**src/rtl/pipeline_debug_sequencer.sv**
```systemverilog
// Debug sequencer for a pipelined core: loads instruction memory over a byte link,
// runs or single-steps the pipeline, then reports the unhalted-cycle count back.
module pipeline_debug_sequencer #(
  parameter int NB_DATA      = 32,
  parameter int NB_BYTE      = 8,
  parameter int DRAIN_CYCLES = 4
) (
  input  logic               clk,
  input  logic               i_rst,
  input  logic [NB_BYTE-1:0] i_rx_data,
  input  logic               i_rx_valid,
  input  logic [NB_DATA-1:0] i_instr_IF,
  input  logic               i_tx_ready,
  output logic               o_we_IF,
  output logic [NB_DATA-1:0] o_instruction_data,
  output logic               o_halt,
  output logic [NB_BYTE-1:0] o_tx_data,
  output logic               o_tx_valid,
  output logic [NB_DATA-1:0] o_cycle_count,
  output logic [2:0]         o_state
);

  localparam int N_BYTES = NB_DATA / NB_BYTE;
  localparam int IDX_W   = (N_BYTES > 1) ? $clog2(N_BYTES) : 1;
  localparam int DRN_W   = (DRAIN_CYCLES > 1) ? $clog2(DRAIN_CYCLES) : 1;

  localparam logic [IDX_W-1:0]   LAST_IDX  = IDX_W'(N_BYTES - 1);
  localparam logic [DRN_W-1:0]   LAST_DRN  = DRN_W'(DRAIN_CYCLES - 1);
  localparam logic [NB_DATA-1:0] HALT_WORD = '1;
  localparam logic [NB_BYTE-1:0] CMD_LOAD  = NB_BYTE'('h4C);
  localparam logic [NB_BYTE-1:0] CMD_RUN   = NB_BYTE'('h52);
  localparam logic [NB_BYTE-1:0] CMD_STEP  = NB_BYTE'('h53);

  typedef enum logic [2:0] {
    IDLE   = 3'd0,
    LOAD   = 3'd1,
    RUN    = 3'd2,
    DRAIN  = 3'd3,
    STEP   = 3'd4,
    REPORT = 3'd5
  } state_t;

  state_t                     state, state_nxt;
  logic [IDX_W-1:0]           rx_idx, tx_idx;
  logic [DRN_W-1:0]           drain_cnt;
  logic [NB_DATA-NB_BYTE-1:0] shift_q;
  logic [NB_DATA-1:0]         load_word, cycle_count;
  logic [NB_BYTE-1:0]         count_bytes [N_BYTES];
  logic                       word_done, tx_fire, running, load_cmd;

  // Bytes enter at the top and move down, so the first byte ends up in the LSBs.
  assign load_word = {i_rx_data, shift_q};
  assign word_done = (state == LOAD) && i_rx_valid && (rx_idx == LAST_IDX);
  assign load_cmd  = (state == IDLE) && i_rx_valid && (i_rx_data == CMD_LOAD);
  assign tx_fire   = (state == REPORT) && i_tx_ready;
  assign running   = (state == RUN) || (state == DRAIN) || (state == STEP);

  // NOTE: sequential state uses non-blocking assignments so every register samples
  // pre-edge values regardless of block ordering.
  always_ff @(posedge clk or posedge i_rst) begin
    if (i_rst) state <= IDLE;
    else       state <= state_nxt;
  end

  // NOTE: state_nxt is defaulted before the case so no path leaves it unassigned,
  // which would otherwise infer a latch.
  always_comb begin
    state_nxt = state;
    case (state)
      IDLE: begin
        if (i_rx_valid) begin
          case (i_rx_data)
            CMD_LOAD: state_nxt = LOAD;
            CMD_RUN:  state_nxt = RUN;
            CMD_STEP: state_nxt = STEP;
            default:  state_nxt = IDLE;
          endcase
        end
      end
      LOAD:    if (word_done && (load_word == HALT_WORD)) state_nxt = IDLE;
      RUN:     if (i_instr_IF == HALT_WORD) state_nxt = DRAIN;
      DRAIN:   if (drain_cnt == LAST_DRN) state_nxt = REPORT;
      STEP:    state_nxt = REPORT;
      REPORT:  if (tx_fire && (tx_idx == LAST_IDX)) state_nxt = IDLE;
      default: state_nxt = IDLE;
    endcase
  end

  always_ff @(posedge clk or posedge i_rst) begin
    if (i_rst) begin
      rx_idx             <= '0;
      tx_idx             <= '0;
      drain_cnt          <= '0;
      shift_q            <= '0;
      cycle_count        <= '0;
      o_instruction_data <= '0;
      o_we_IF            <= 1'b0;
    end else begin
      o_we_IF <= 1'b0;

      if (load_cmd) begin
        rx_idx      <= '0;
        cycle_count <= '0;
      end else if (running) begin
        cycle_count <= cycle_count + NB_DATA'(1);
      end

      if ((state == LOAD) && i_rx_valid) begin
        shift_q <= load_word[NB_DATA-1:NB_BYTE];
        if (word_done) begin
          rx_idx             <= '0;
          o_instruction_data <= load_word;
          o_we_IF            <= 1'b1;
        end else begin
          rx_idx <= rx_idx + IDX_W'(1);
        end
      end

      if (state == DRAIN) drain_cnt <= drain_cnt + DRN_W'(1);
      else                drain_cnt <= '0;

      if (tx_fire) tx_idx <= (tx_idx == LAST_IDX) ? '0 : tx_idx + IDX_W'(1);
    end
  end

  // The count is frozen while reporting, so a plain byte mux keeps o_tx_data stable.
  always_comb begin
    for (int i = 0; i < N_BYTES; i++) count_bytes[i] = cycle_count[i*NB_BYTE +: NB_BYTE];
  end

  assign o_halt        = !running;
  assign o_tx_valid    = (state == REPORT);
  assign o_tx_data     = (state == REPORT) ? count_bytes[tx_idx] : '0;
  assign o_cycle_count = cycle_count;
  assign o_state       = state;

endmodule

```
**config.mk**
```make
export PLATFORM = sky130hd
export DESIGN_NAME = pipeline_debug_sequencer
export DESIGN_NICKNAME = d
export VERILOG_FILES = /design/src/rtl/pipeline_debug_sequencer.sv
export SDC_FILE = /design/constraint.sdc
export NUM_CORES = 1
export LEC_CHECK = 0
export CAP_MARGIN = 20
export CORE_ASPECT_RATIO = 1.5
export CORE_MARGIN = 5
export CORE_UTILIZATION = 53
export CTS_CLUSTER_SIZE = 14
export DETAILED_ROUTE_END_ITERATION = 7
export PLACE_DENSITY = 0.86
export SKIP_CTS_REPAIR_TIMING = 1
export SLEW_MARGIN = 25
export SYNTH_ARGS = -nofsm -noshare
export SYNTH_HDL_FRONTEND = slang
export SYNTH_SLANG_ARGS = --single-unit
```
**constraint.sdc**
```tcl
create_clock -name clk -period 5.15 [get_ports clk]
set_input_delay 0.7725 -clock clk [delete_from_list [all_inputs] [get_ports clk]]
set_output_delay 0.7725 -clock clk [all_outputs]
set_load 0.01 [all_outputs]
```
==> metrics.md <==
| Metric | Value |
|---|---|
| Final setup violating endpoints | `0` |
| Count leader, synth | `dfrtp_1` |
| Power density cells | `398 nW/um^2` |
| Hold path startpoint | `drain_cnt[0]` |
| Most frequent cells after synthesis | `dfrtp_1, nand2_1, nor2_1, mux2_2, nand4_1` |
| Clk slew on worst S/H paths | `0.06 ns` |
| HPWL Detailed | `9460 um` |
| Vias | `3,873` |
| All-Layer GR Usage | `24.7%` |
| Worst-Margin Slew | `0.916 ns` |
| Lkg Pwr | `2.76 nW` |
| Largest cells by area after synthesis | `dfrtp_1, mux2_2, nand2_1, mux4_2, xnor2_1` |
| Fillers | `644` |
| Site row count | `42` |
| Slew Limit Headroom | `38.9%` |
| Worst EP arrival | `2.38 ns` |
| CTS buffer count | `9` |
| Worst VDD drop | `269 uV` |
| Area Overhead vs Synth | `33.0%` |
| Initial core utilization | `53.7%` |
| CTS Buffer Depth | `2` |
| Die width | `87.0 um` |
| Reg2Reg Launch Point | `o_state[2]` |
| Crit path kind | `reg -> out` |
| Via density | `5.70` |
| # port buffers | `121` |
| Outcome | `finished clean` |
| Number of synthesized flops with an enable pin | `0` |
| Sink count of the clock tree | `98` |
| GPL Wtd Cong | `0.929` |
| Antenna cell count | `0` |
| Syn_nets | `500` |
| FMAX | `317 MHz` |
| Area leader, netlist | `dfrtp_1` |
| Cell Area, Synth | `4710 sq um` |
| Fin. max-slew vios | `0` |
| RSZ-0062 raised after global routing | `no` |
| Synth top area share | `52.1%` |
| Global-route wire length before repair | `20,900 um` |
| WP data required | `4.38 ns` |
| Post-synth ARST share | `100%` |
| Detailed Routing Iterations Pass 1 | `5` |
| Setup_tns | `0 ns` |
| Vias in the first global route | `4,098` |
| Warnings from Yosys | `0` |
| H-Tree Depth | `3` |
| # IOs | `122` |
| Worst-Skew Late Latency | `0.34 ns` |
| Top_reg_cell synth | `dfrtp_1` |
| Seq cells post-synth | `98` |
| Wirelength per Cell | `18.7 um` |
| Fin area | `6270 sq um` |
| Placed Instance Area | `6000 sq um` |
| Drt drc | `0` |
| CP startpoint | `o_state[2]` |
| Routed Antenna Nets | `0` |
| Post-Route WL | `12,700 um` |
| Register area share after synthesis | `52.1%` |
| First DRT Iteration DRCs | `155` |
| Core footprint | `8780 sq um` |
| Hold WC Path Type | `reg -> reg` |
| Min Tclk post-route | `3.16 ns` |
| Worst setup EP type | `primary output` |
| Final hold violation count | `0` |
| Final-stage net count | `614` |
| Die ar. | `10,900 sq um` |
| Final Power | `2.50 mW` |
| Crit Path Max Fanout | `19` |
| Syn avg cell area | `10.4 sq um` |
| Gr ovfl total | `0` |
| Layout cell share with drive strength beyond 1 | `12.1%` |
| Post-Synthesis Cells | `452` |
| Root Buffer | `clkbuf_16` |
| Worst clock skew | `0.00630 ns` |
| Yosys cell types | `41` |
| Tcrit/Tclk final | `61.3%` |
| CTS tree | `built` |
| Max-cap check violation count | `0` |
| Antenna violations before repair | `0` |
| Crit path launch type | `register` |
| Overall die height | `125 um` |
| Largest net degree at the start of global routing | `51` |
## cells in the final DEF (no fill, tap or decap), types with 2 or more instances in the layout
master,count
dfrtp_1,98
o21ai_0,7
clkbuf_1,2
a21oi_1,6
xor2_1,9
a211o_2,2
ha_1,4
nor3_1,13
xnor2_1,20
nand2_1,92
or3_1,3
a31oi_1,2
nor2_1,39
and3_1,12
or4_1,2
nor3b_1,3
buf_4,2
a21o_1,2
and2_1,8
clkbuf_16,9
inv_1,9
nand4_1,27
clkdlybuf4s50_1,121
mux2_2,33
nor2b_1,2
nand3_1,10
a2111oi_4,2
mux4_2,8
or2_2,2
nor4_1,4
## critical path: stages, from the launching register on
cell	delay (ns)
dfrtp_1	0.67
nand2b_1	0.38
nand2_1	0.23
inv_1	0.17
clkdlybuf4s50_1	0.58
## area by class of cell
class	instances	area, sq um	area share [%]
clock buffers	12	246	3.93
clock inverters	3	25.0	0.399
inverters	10	38.8	0.619
multi-input cells	324	2140	34.2
flip-flops and latches	98	2450	39.1
well taps	110	138	2.20
repair buffers	123	1230	19.6
## logic make-up (layout without fill, tap and decap cells)
kind of cell | after synthesis | in the layout | share of synthesized area, %
compound gates | 23 | 23 | 3.88
flops | 98 | 98 | 52.1
buf+inv | 30 | 148 | 2.50
simple gates | 227 | 227 | 23.4
mux | 41 | 41 | 11.7
xor+xnor | 29 | 29 | 5.39
fa+ha+maj | 4 | 4 | 1.06
## stage by stage
stage	setup WS (ns)	instances	util, %	hold slack (ns)
after floorplan	1.82	452	-	0.415
after global placement	2.01	665	68.3	0.437
after detailed placement	1.89	665	68.3	0.452
after CTS	1.98	680	71.4	0.460
after global routing	1.80	680	71.4	0.486
final	1.99	680	71.4	0.462
## registers in the layout, indices dropped and copies added (netlist names)
name,flops
drain_cnt,2
o_cycle_count,32
o_instruction_data,32
o_state,3
o_we_IF,1
rx_idx,2
shift_q,24
tx_idx,2
## metal layers
layer	global-route usage (%)	part of all wire (%)
met5	0	0
met4	8.99	2.1
met3	5.33	5.6
met2	43.0	55
met1	29.4	37
## final timing paths
kind	endpoint	slack, ns	cells after the start
worst max-delay path	o_halt	1.99	4
worst min-delay path	drain_cnt[0]	0.46	1
max in group asynchronous	drain_cnt[0]	3.14	3
worst max register to register	o_state[0]	2.52	6
worst min register to register	drain_cnt[0]	0.46	1
min in group asynchronous	o_instruction_data[19]	0.87	2
## power by group
group,switching [mW],total (mW),internal (mW)
combinational,0.319,0.740,0.421
clock,0.278,0.619,0.341
sequential,0.221,1.14,0.916
total,0.818,2.50,1.68
Note: power is estimated with default switching activity, not from simulation.
